===== src/rtl/rv_decode_pkg.sv =====
// Shared RV32I decode definitions: opcodes, immediate-kind encoding and the
// buffered entry layout used by instr_imm_field_stage.
// Optional feature macro: INSTR_IMM_ILLEGAL_EN (adds the illegal flag to entries).
package rv_decode_pkg;

  localparam int unsigned XLEN = 32;

  // Major opcodes, instr[6:0]
  localparam logic [6:0] OPC_LUI    = 7'b0110111;
  localparam logic [6:0] OPC_AUIPC  = 7'b0010111;
  localparam logic [6:0] OPC_JAL    = 7'b1101111;
  localparam logic [6:0] OPC_JALR   = 7'b1100111;
  localparam logic [6:0] OPC_BRANCH = 7'b1100011;
  localparam logic [6:0] OPC_LOAD   = 7'b0000011;
  localparam logic [6:0] OPC_STORE  = 7'b0100011;
  localparam logic [6:0] OPC_OPIMM  = 7'b0010011;
  localparam logic [6:0] OPC_OP     = 7'b0110011;
  localparam logic [6:0] OPC_FENCE  = 7'b0001111;
  localparam logic [6:0] OPC_SYSTEM = 7'b1110011;

  // Immediate kind seen by the downstream 20->32 extender
  typedef enum logic [2:0] {
    IMM_NONE = 3'd0,
    IMM_I    = 3'd1,
    IMM_S    = 3'd2,
    IMM_B    = 3'd3,
    IMM_U    = 3'd4,
    IMM_J    = 3'd5
  } imm_kind_e;

  // One buffered instruction with its decode results captured at accept time
  typedef struct packed {
    logic [XLEN-1:0] instr;
    logic [XLEN-1:0] pc;
    logic [19:0]     imm20;
    imm_kind_e       kind;
    logic [4:0]      rd;
`ifdef INSTR_IMM_ILLEGAL_EN
    logic            illegal;
`endif
  } entry_t;

  // Sign-extend a 12-bit field into the 20-bit output field
  function automatic logic [19:0] sext12_to_20(input logic [11:0] v);
    return {{8{v[11]}}, v};
  endfunction

endpackage


===== src/rtl/imm_field_pack.sv =====
// Combinational RV32I immediate-field extractor: instruction word in,
// raw 20-bit signed field, immediate kind and destination register out.
module imm_field_pack
  import rv_decode_pkg::*;
(
  input  logic [XLEN-1:0] i_instr,
  output logic [19:0]     o_imm20,
  output imm_kind_e       o_kind,
  output logic [4:0]      o_rd
);

  imm_kind_e w_kind;

  // Classify the instruction format from its major opcode
  always_comb begin
    w_kind = IMM_NONE;
    case (i_instr[6:0])
      OPC_OPIMM, OPC_LOAD, OPC_JALR, OPC_SYSTEM: w_kind = IMM_I;
      OPC_STORE:                                 w_kind = IMM_S;
      OPC_BRANCH:                                w_kind = IMM_B;
      OPC_LUI, OPC_AUIPC:                        w_kind = IMM_U;
      OPC_JAL:                                   w_kind = IMM_J;
      default:                                   w_kind = IMM_NONE;
    endcase
  end

  // Gather the scattered immediate bits; B and J keep imm[12:1]/imm[20:1]
  always_comb begin
    o_imm20 = '0;
    o_rd    = i_instr[11:7];
    case (w_kind)
      IMM_I: o_imm20 = sext12_to_20(i_instr[31:20]);
      IMM_S: begin
        o_imm20 = sext12_to_20({i_instr[31:25], i_instr[11:7]});
        o_rd    = '0;
      end
      IMM_B: begin
        o_imm20 = sext12_to_20({i_instr[31], i_instr[7], i_instr[30:25], i_instr[11:8]});
        o_rd    = '0;
      end
      IMM_U: o_imm20 = i_instr[31:12];
      IMM_J: o_imm20 = {i_instr[31], i_instr[19:12], i_instr[20], i_instr[30:21]};
      default: o_imm20 = '0;
    endcase
  end

  assign o_kind = w_kind;

endmodule


===== src/rtl/instr_imm_field_stage.sv =====
// Registered decode-side stage: two-entry skid buffer (main + skid) holding
// fetched RV32I instructions together with their immediate field decode.
// in_ready is registered (no combinational path from out_ready).
// Optional feature macro: INSTR_IMM_ILLEGAL_EN (adds out_illegal).
module instr_imm_field_stage #(
  parameter int unsigned XLEN       = 32,
  parameter int unsigned SKID_DEPTH = 2
) (
  input  logic            clk,
  input  logic            rst_n,
  input  logic            flush,
  input  logic            in_valid,
  output logic            in_ready,
  input  logic [XLEN-1:0] in_instr,
  input  logic [XLEN-1:0] in_pc,
  output logic            out_valid,
  input  logic            out_ready,
  output logic [XLEN-1:0] out_instr,
  output logic [XLEN-1:0] out_pc,
  output logic [19:0]     out_imm20,
  output logic [2:0]      out_imm_kind,
  output logic [4:0]      out_rd
`ifdef INSTR_IMM_ILLEGAL_EN
  ,
  output logic            out_illegal
`endif
);

  import rv_decode_pkg::*;

  entry_t r_main;
  entry_t r_skid;
  logic   r_main_valid;
  logic   r_skid_valid;

  entry_t                w_new;
  logic [19:0]           w_imm20;
  imm_kind_e             w_kind;
  logic [4:0]            w_rd;
  logic [SKID_DEPTH-1:0] w_occ;
  logic                  w_accept;
  logic                  w_consume;

  imm_field_pack u_pack (
    .i_instr (in_instr),
    .o_imm20 (w_imm20),
    .o_kind  (w_kind),
    .o_rd    (w_rd)
  );

  // Assemble the entry written on accept; decode is captured here, not at the output
  always_comb begin
    w_new       = '0;
    w_new.instr = in_instr;
    w_new.pc    = in_pc;
    w_new.imm20 = w_imm20;
    w_new.kind  = w_kind;
    w_new.rd    = w_rd;
`ifdef INSTR_IMM_ILLEGAL_EN
    w_new.illegal = ((w_kind == IMM_NONE) && (in_instr[6:0] != OPC_OP) &&
                     (in_instr[6:0] != OPC_FENCE)) || (in_instr[1:0] != 2'b11);
`endif
  end

  // Occupancy: bit 0 = main entry, top bit = skid entry
  assign w_occ     = {r_skid_valid, r_main_valid};
  assign in_ready  = ~w_occ[SKID_DEPTH-1];
  assign out_valid = w_occ[0];
  assign w_accept  = in_valid & in_ready;
  assign w_consume = r_main_valid & out_ready;

  // Buffer update: main refills from skid first, else from the input; the
  // skid entry only loads when main is held and a new word is accepted
  always_ff @(posedge clk or negedge rst_n) begin
    if (!rst_n) begin
      r_main       <= '0;
      r_skid       <= '0;
      r_main_valid <= 1'b0;
      r_skid_valid <= 1'b0;
    end else if (flush) begin
      r_main_valid <= 1'b0;
      r_skid_valid <= 1'b0;
    end else if (!r_main_valid || w_consume) begin
      if (r_skid_valid) begin
        r_main       <= r_skid;
        r_main_valid <= 1'b1;
        r_skid_valid <= 1'b0;
      end else begin
        r_main_valid <= w_accept;
        if (w_accept) begin
          r_main <= w_new;
        end
      end
    end else if (w_accept) begin
      r_skid       <= w_new;
      r_skid_valid <= 1'b1;
    end
  end

  assign out_instr    = r_main.instr;
  assign out_pc       = r_main.pc;
  assign out_imm20    = r_main.imm20;
  assign out_imm_kind = r_main.kind;
  assign out_rd       = r_main.rd;
`ifdef INSTR_IMM_ILLEGAL_EN
  assign out_illegal  = r_main.illegal;
`endif

endmodule


===== config.mk =====
export PLATFORM = sky130hd
export DESIGN_NAME = instr_imm_field_stage
export DESIGN_NICKNAME = d
export VERILOG_FILES = /design/src/rtl/rv_decode_pkg.sv /design/src/rtl/imm_field_pack.sv /design/src/rtl/instr_imm_field_stage.sv
export SDC_FILE = /design/constraint.sdc
export NUM_CORES = 1
export LEC_CHECK = 0
export CORE_ASPECT_RATIO = 0.75
export CORE_MARGIN = 5
export CORE_UTILIZATION = 48
export CTS_BUF_LIST = sky130_fd_sc_hd__clkbuf_16
export DETAILED_ROUTE_END_ITERATION = 12
export PLACE_DENSITY = 0.76
export SLEW_MARGIN = 20
export SYNTH_ARGS = -nofsm -noshare
export SYNTH_HDL_FRONTEND = slang
export SYNTH_HIERARCHICAL = 1
export SYNTH_SLANG_ARGS = --single-unit

===== constraint.sdc =====
create_clock -name clk -period 1.4 [get_ports clk]
set_input_delay 0.14 -clock clk [delete_from_list [all_inputs] [get_ports clk]]
set_output_delay 0.14 -clock clk [all_outputs]
set_load 0.01 [all_outputs]

Word level (Yosys, flattened, before mapping)
Index checks and enable logic that the tools add are counted.

Bits in registers: 186. Input bits: 69. Output and inout bits: 94. Logic and storage cells: 52.

Eq/ne operators: 14. Bitwise gates (word level): 5. Mux-type cells: 11. Reduce and logical (&&, ||, !) cells: 10.

Operators by type and width (count): 2-to-1 mux 92 bit (2); case mux 20 bit (5 select lines) (1); == test 7 bit (second input constant) (4); case mux 3 bit (5 select lines) (1); == test 7 x 5 -> 1 bit (second input constant) (2); == test 7 x 6 -> 1 bit (second input constant) (2); == test 7 x 2 -> 1 bit (second input constant) (1); == test 3 x 2 -> 1 bit (second input constant) (2); == test 3 bit (second input constant) (2); 2-to-1 mux 1 bit (6); AND reduction 3 bit (2); 2-to-1 mux 5 bit (1); nonzero test 2 bit (2); OR reduction 2 bit (2); OR reduction 4 bit (1); == test 3 x 1 -> 1 bit (second input constant) (1); NOT 1 bit (3); nonzero test 3 bit (1); bitwise AND 1 bit (2); zero test 1 bit (1); logical OR 1 bit (1).

Depth between registers and ports, before layout
Gate-level depths: netlist (run 1).

Depth in word-level cells: 8. Mapped depth: 8. Depth with buffers taken out: 6.

Hierarchy
Netlist (run 1), hierarchy kept.

By module, submodules not included: instr_imm_field_stage (times used 1, area each 8811.0 µm², cells an instance 501, sequential area each 4654.5 µm²); imm_field_pack (times used 1, area each 598.1 µm², cells an instance 70, sequential area each 0.0 µm²).

Worst setup path after synthesis (run 1)
Ideal clock, no wire load.

Path type: input port to flip-flop. From: input port in_instr[2]. To: register r_main, in the netlist out_imm20[11]. Path buffers: 2. Library setup time: 125 ps. Arrival time: 1576 ps. Stages on the path: 7. Path slack: -302 ps. Required time: 1275 ps. Cells stage by stage: buf_6 -> and2_0 -> nor2b_4 -> buf_6 -> a221o_2 -> mux2_1 -> mux2_4.

Cells in the longest elaborated chain, start to end: 7. Elaborated cells on any way between the ends: 20. Those cells by class: eq/ne (14); mux (4); reduce/logical (2).

RTL lines: from (decl) (line instr_imm_field_stage.sv:14) `input logic [XLEN-1:0] in_instr,`; == test 7 x 5 -> 1 bit, or another cell as far along (line imm_field_pack.sv:17) `case (i_instr[6:0])`; OR reduction 4 bit / OR reduction 2 bit (equally long branches) (line imm_field_pack.sv:17); case mux 3 bit (5 select lines) (*) (line imm_field_pack.sv:17); == test 3 bit, or another cell as far along (line imm_field_pack.sv:31) `case (w_kind)`; case mux 20 bit (5 select lines) (*) (line imm_field_pack.sv:31); named net w_imm20[11] (line instr_imm_field_stage.sv:37) `logic [19:0] w_imm20;`; 2-to-1 mux 92 bit (*) (line instr_imm_field_stage.sv:90) `if (w_accept) begin`; 2-to-1 mux 92 bit (*) (line instr_imm_field_stage.sv:84) `if (r_skid_valid) begin`; to (signal assigned) (line instr_imm_field_stage.sv:85) `r_main <= r_skid;`; to (signal assigned) (line instr_imm_field_stage.sv:91) `r_main <= w_new;`; to (decl) (line instr_imm_field_stage.sv:31) `entry_t r_main;`.

The timed path passes the listed nets; every way through them passes the cells marked *. The select of a mux whose other input is x is not followed. A chain may end at the register's enable or synchronous reset.

Final worst setup path (run 1)
From: register r_skid_valid. To: register r_skid[82] in the netlist's numbering.

Cells in the longest elaborated chain, start to end: 3.

RTL lines: from (decl) (line instr_imm_field_stage.sv:34) `logic r_skid_valid;`; from (signal assigned) (line instr_imm_field_stage.sv:79) `r_skid_valid <= 1'b0;`; from (signal assigned) (line instr_imm_field_stage.sv:82) `r_skid_valid <= 1'b0;`; from (signal assigned) (line instr_imm_field_stage.sv:87) `r_skid_valid <= 1'b0;`; NOT 1 bit (line instr_imm_field_stage.sv:67) `assign in_ready = ~w_occ[SKID_DEPTH-1];`; bitwise AND 1 bit (line instr_imm_field_stage.sv:69) `assign w_accept = in_valid & in_ready;`; AND reduction 3 bit (no source line); to (signal assigned) (line instr_imm_field_stage.sv:95) `r_skid <= w_new;`; to (decl) (line instr_imm_field_stage.sv:32) `entry_t r_skid;`.

Every way passes these cells.

==> results of run 1 <==
[state kept, by name, summed over array words and instances (netlist names)]
register	count
out_rd	5
r_skid	92
r_skid_valid	1
out_imm_kind	3
out_pc	32
out_instr	32
out_imm20	20
out_valid	1
[cell usage after synthesis (4+ instances only)]
| cell | count |
|---|---|
| buf_6 | 21 |
| nand2_1 | 4 |
| mux2_4 | 160 |
| buf_12 | 8 |
| mux2_1 | 94 |
| a21o_1 | 5 |
| dfrtp_1 | 186 |
| buf_2 | 6 |
| mux2_2 | 22 |
| a22o_1 | 6 |
| a22oi_1 | 5 |
| o2bb2ai_1 | 4 |
| and2_2 | 5 |
| a221o_2 | 13 |
[what timing repair did]
action,CTS,global route
hold endpoints to repair,36,0
endpoints found under the setup margin,278,186
setup buffers,11,6
gates cloned,13,3
pin swaps,4,1
hold buffers,1,0
gates resized for setup,158,25
[power groups by stage]
stage	registers [mW]	logic (mW)	clock network [mW]
final	6.89	3.48	5.52
after detailed placement	6.96	3.50	0
after global routing	6.99	3.68	5.81
after floorplan	7.00	1.76	0
after global placement	6.89	3.44	0
after CTS	6.86	3.41	5.60
[per-layer routing]
metal | vias to the layer above | track usage (%) | wire length, um
met5 | - | 0 | 13
met3 | 44 | 6.19 | 1850
met4 | 2 | 5.90 | 612
met2 | 242 | 31.9 | 10800
li1 | 2599 | - | -
met1 | 3046 | 32.3 | 11900
[per-stage QoR]
step                instances  total power, mW  worst slack, ns  TNS, ns  hold WS, ns
global route             1080             16.5           -0.341   -54.28        0.142
global placement         1017             10.3           -0.885   -82.35        0.107
floorplan                 571             8.77           -0.266   -11.43       -0.156
detailed placement       1017             10.5           -0.971   -90.40        0.116
CTS                      1073             15.9           -0.261   -38.78        0.135
finish                   1080             15.9           -0.316   -46.43        0.148
[cell usage in the layout, fill, tap and decap left out, drive strengths merged, types with 4 or more instances in the layout]
master / n
and2: 6
a22o: 6
nand2: 4
dlygate4sd2: 96
dfrtp: 186
clkdlybuf4s15: 4
mux2: 276
a22oi: 5
a21o: 5
clkdlybuf4s50: 60
clkbuf: 22
o2bb2ai: 4
buf: 93
bufinv: 6
a221o: 14
nor2: 5
inv: 7
[final cells by class]
type,instances,area [um2]
Clock buffer,17,425
Clock inverter,14,241
Fill cell,1290,6280
Inverter,2,7.51
Multi-Input combinational cell,348,4560
Sequential cell,186,4660
Tap cell,253,317
Timing Repair Buffer,260,2830
[worst max path at each step]
stage	start	to	slack, ns	cells after the start
finish	r_skid_valid	r_skid[82]	-0.32	6
global route	r_skid_valid	r_skid[62]	-0.34	6
CTS	r_skid_valid	in_ready	-0.26	4
detailed placement	in_instr[4]	out_imm20[6]	-0.97	8
global placement	in_instr[4]	out_imm20[6]	-0.88	8
floorplan	in_instr[3]	out_rd[0]	-0.27	5
[worst max-delay path: cells and delay by family (launching register included)]
family        cells  cell delay [ns]
buf+inv           3             0.52
flops             1             0.49
mux               1             0.30
simple gates      2             0.25
[logic make-up after synthesis]
kind of cell / after synthesis / share of synthesized area, %
muxes: 276 / 39.4
and+or+nand+nor: 30 / 2.38
buffers and inverters: 37 / 4.61
DFF: 186 / 49.5
AOI/OAI and AO/OA: 40 / 3.94
xor gates and xnor gates: 2 / 0.186
==> impl_results.md, run 1 <==
* Final WS setup at -0.316 ns
* Crit Path Max Fanout at 9
* Fmax at 583 MHz
* Num CTS Buffers at 17
* Fraction of layout cells with a size suffix above 1 at 46.6%
* Slowest library cell on the worst path: dfrtp_4
* Global route overflow at 0
* Antenna violations before repair at 1
* Clock Skew at 0.00970 ns
* Pin count of the biggest net entering global routing at 55
* Power per cell area at 1220 nW/um2
* Finish-stage setup viols at 185
* Sw Share at 25.0%
* Chip width at 172 um
* Post-synth EDFFs at 0
* # rows at 44
* Critical path class: flip-flop to flip-flop
* Max-slew violation count at 0
* Flop and latch count out of synthesis at 186
* Worst-case reg-to-reg path depth at 6
* Switching power at 3.98 mW
* ANT cells at 0
* Seq pwr share at 43.4%
* Sequential area share after synthesis at 49.5%
* Final WL at 25200 um
* Hold Path Cell Cnt at 2
* Internal power at 11.9 mW
* Max-cap violations at 0
* Comb pwr share at 21.9%
* Element type at the critical path end: flip-flop
* Status: finished, violations left
* Syn avg cell area at 16.5 um2
* Starting Density at 48.7%
* Worst min path class: input pin to flip-flop
* Failing checks: negative setup slack
* Measured slew at the worst slew-check pin at 0.685 ns
* Design area at 13000 um2
* DP Wirelength at 15400 um
* Htree depth at 4
* Core Util, Final at 67.5%
* Clock Latency Late Sink at 0.43 ns
* Area contributors post-synth: dfrtp_1 (49%), mux2_4 (26%), mux2_1 (11%), mux2_2 (2.6%), buf_6 (2.5%)
* RSZ-0062 raised after global routing: yes
* I/O pins at 163
* Gpl congestion at 0.838
* CP startpoint kind: flip-flop
* Async S/R FF share, synth at 100%
* PortBufs at 162
* Final Net Count at 884
* Post-DRT Antenna Nets at 0
* Hold Path Origin: in_instr[3]
* Max VDD drop at 0.00102 V
* Cells along the critical path: buf_8, nor2_4, nand3_4, buf_12, buf_16, mux2_4
* Top-area cell type share of the netlist area at 49.5%
* Worst Path Arrival at 2.02 ns
* Vias in the first global route at 6513
* Leakage at 6.46 nW
* Post-route clock period utilization at 123%
* Dominant synthesized flop cell: dfrtp_1
* Drt wl/cell at 23.3 um
* Worst r2r src: r_skid_valid
* Clk buf depth at 2
* Clock sinks at 186
* Vias at 5933
* Vias per inst at 5.49
* Slowest stage delay, CP at 0.49 ns
* CTS clk-pin slew, worst paths at 0.07 ns
* Syn-to-layout area delta at 38.6%
* Die ar. at 22500 um2
* Gr usage total at 21.9%
* First-pass iteration count of the detailed router at 4
* R2R Setup Slk at -0.32 ns
* Count of final hold-check violations at 0
* Clock power share at 34.7%
* Reg-to-Reg End: r_skid[82]
* Worst path required time at 1.71 ns
* First-pass GRT wire length at 38500 um
* Net Count, Synth at 640
* Post-synthesis cell area at 9410 um2
* Slew margin rel. at 54.2%
* Root buffer cell: clkbuf_16
* Syn Inst Count at 571
* Final min period at 1.72 ns
* Drt initial violations at 402
* Die Y at 131 um
* # DRC at 0
* Cell taking the most area after synthesis: dfrtp_1
* Post-DP Area at 11700 um2
* Hold endpoint: r_skid[63]
* Ys Warns at 6
* CTS tree: done
* Area of the core at 19300 um2
* Unique cell type count in the Yosys netlist at 35
(Power assumes the default switching activity.)
==> run 2: changes to the inputs <==
==> constraint.sdc (replaced) <==
create_clock -name clk -period 1.4 [get_ports clk]
set_input_delay 0.21 -clock clk [delete_from_list [all_inputs] [get_ports clk]]
set_output_delay 0.21 -clock clk [all_outputs]
set_load 0.01 [all_outputs]
==> run 2 against run 1 <==
The flow still finishes with violations (negative setup slack). Critical path depth down 2. Cell count down 0.46%. Total power down 5.9%. Worst hold slack better by 0.022 ns. Clock power down 13%. First-iteration DRC count down 12%. Sequential power about the same. Routed wire length down 7.0%. Via count down 1.8%. Die area unchanged. Global-route usage down 1.5 points. Largest cell class unchanged. Highest routed layer is now met4.
==> impl_results.md, run 2 (synthesized netlist as in run 1, its figures left out) <==
* Status: finished, violations left
* Failing checks: negative setup slack
* Fraction of layout cells with a size suffix above 1 at 45.9%
* Post-DRT Antenna Nets at 0
* Final WL at 23400 um
* Leakage at 6.22 nW
* RSZ-0062 raised after global routing: yes
* Gpl congestion at 0.874
* Clock Skew at 0.0126 ns
* Gr usage total at 20.4%
* Sw Share at 27.6%
* Power per cell area at 1180 nW/um2
* Measured slew at the worst slew-check pin at 0.574 ns
* Comb pwr share at 22.1%
* Die Y at 131 um
* Vias per inst at 5.42
* Max-cap violations at 0
* Element type at the critical path end: flip-flop
* Clock Latency Late Sink at 0.43 ns
* PortBufs at 162
* # rows at 44
* Largest register FFs at 92
* Chip width at 172 um
* Syn-to-layout area delta at 34.4%
* CTS clk-pin slew, worst paths at 0.07 ns
* Clk buf depth at 2
* Core Util, Final at 65.4%
* CTS tree: done
* # DRC at 0
* Vias in the first global route at 6401
* Slowest stage delay, CP at 0.54 ns
* Worst min path class: input pin to flip-flop
* Post-DP Area at 11900 um2
* Worst hold slack at 0.170 ns
* Cells along the critical path: clkbuf_16, clkbuf_16, mux2_1, mux2_4
* Final Net Count at 878
* Vias at 5828
* Final WS setup at -0.219 ns
* Global route overflow at 0
* Pin count of the biggest net entering global routing at 58
* Power Total at 15.0 mW
* Top Family by Delay on Critical Path: multiplexers
* Max VDD drop at 0.000743 V
* CP startpoint kind: flip-flop
* Slowest library cell on the worst path: dfrtp_4
* Internal power at 10.8 mW
* Slew margin rel. at 61.6%
* Root buffer cell: clkbuf_16
* Buf+Inv Stages, Crit Path at 2
* Area of the core at 19300 um2
* Max-slew violation count at 0
* Drt wl/cell at 21.8 um
* DP Wirelength at 16100 um
* Biggest register: r_skid
* ANT cells at 0
* Clock power share at 32.0%
* First-pass GRT wire length at 36300 um
* Seq pwr share at 46.0%
* Drt initial violations at 354
* Design area at 12600 um2
* Antenna violations before repair at 0
* Final min period at 1.62 ns
* Clock sinks at 186
* Most frequent cells in the layout: mux2_4 (185), dfrtp_1 (185), dlygate4sd2_1 (86)
* Setup TNS at -33.61 ns
* Finish-stage setup viols at 184
* Die ar. at 22500 um2
* Num CTS Buffers at 17
* Count of final hold-check violations at 0
* Fmax at 618 MHz
* Post-route clock period utilization at 116%
* Starting Density at 48.7%
* Switching power at 4.13 mW
* Crit Path Max Fanout at 8
* First-pass iteration count of the detailed router at 5
* Worst Path Arrival at 1.94 ns
* Fill cell count at 1381
* Critical path class: flip-flop to flip-flop
* Worst path required time at 1.72 ns
* I/O pins at 163
* Htree depth at 4
* Most common cell on crit path: clkbuf_16
-- run 2: cell count changes in the layout (fill, tap and decap cells not counted), moves of 3 or more --
| cell | change |
|---|---|
| mux2_4 | -20 |
| mux2_1 | +11 |
| buf_16 | -10 |
| dlygate4sd2_1 | -10 |
| mux2_2 | +9 |
| buf_4 | +8 |
| bufinv_16 | -6 |
| inv_8 | +6 |
| clkdlybuf4s15_1 | +4 |
| clkinv_4 | +4 |
| dlymetal6s2s_1 | +3 |
-- run 2: area by class of cell --
class                           instances  area [um2]  share of cell area (%)
Clock buffer                           17         425                    3.36
Tap cell                              253         317                    2.50
Clock inverter                         15         151                    1.20
Sequential cell                       186        4660                    36.8
Multi-Input combinational cell        348        4510                    35.7
Inverter                                2        12.5                  0.0989
Timing Repair Buffer                  254        2570                    20.3
-- run 2: worst paths after layout --
kind	depth (start not counted)	slack (ns)	start	to
setup / recovery	4	-0.22	r_skid_valid	out_instr[25]
hold / removal	2	0.17	in_instr[3]	r_skid[63]
hold reg to reg	1	0.50	r_skid[6]	r_skid[6]
setup reg to reg	4	-0.22	r_skid_valid	out_instr[25]
min in group asynchronous	2	0.23	rst_n	out_pc[0]
max in group asynchronous	3	0.57	rst_n	r_skid[57]
-- run 2: repair_timing --
action / CTS / global route
pin swaps: 5 / 0
gates resized for setup: 134 / 18
setup endpoints to repair: 277 / 191
buffers inserted: 10 / 1
hold buffers: 1 / 0
endpoints found under the hold margin: 28 / 0
cloned: 1 / 3
-- run 2: power by group through the flow --
stage	registers [mW]	clock network, mW	logic [mW]
after floorplan	7.00	0	1.77
after global placement	6.90	0	3.45
after detailed placement	6.96	0	3.53
after CTS	6.87	4.88	3.31
after global routing	6.97	5.11	3.51
final	6.88	4.78	3.30
-- run 2: through the flow --
stage	cells	worst slack (ns)
floorplan	571	-0.336
global placement	1027	-0.989
detailed placement	1027	-1.09
CTS	1071	-0.213
global route	1075	-0.266
finish	1075	-0.219
-- run 2: layer usage --
| layer | part of all wire (%) | vias up | GRT usage (%) | routed length, um |
|---|---|---|---|---|
| met5 | 0 | - | 0 | 0 |
| met4 | 1.3 | 0 | 4.80 | 296 |
| met1 | 47 | 3035 | 29.5 | 11000 |
| met3 | 5.9 | 23 | 4.77 | 1390 |
| met2 | 46 | 198 | 31.3 | 10700 |
| li1 | - | 2572 | - | - |
==> run 3: changes to the inputs <==
- CAP_MARGIN: unset -> 25
- CTS_CLUSTER_DIAMETER: unset -> 30
==> results of run 3 <==
Same layout as run 2: the final DEF is identical, and so are final timing and power.
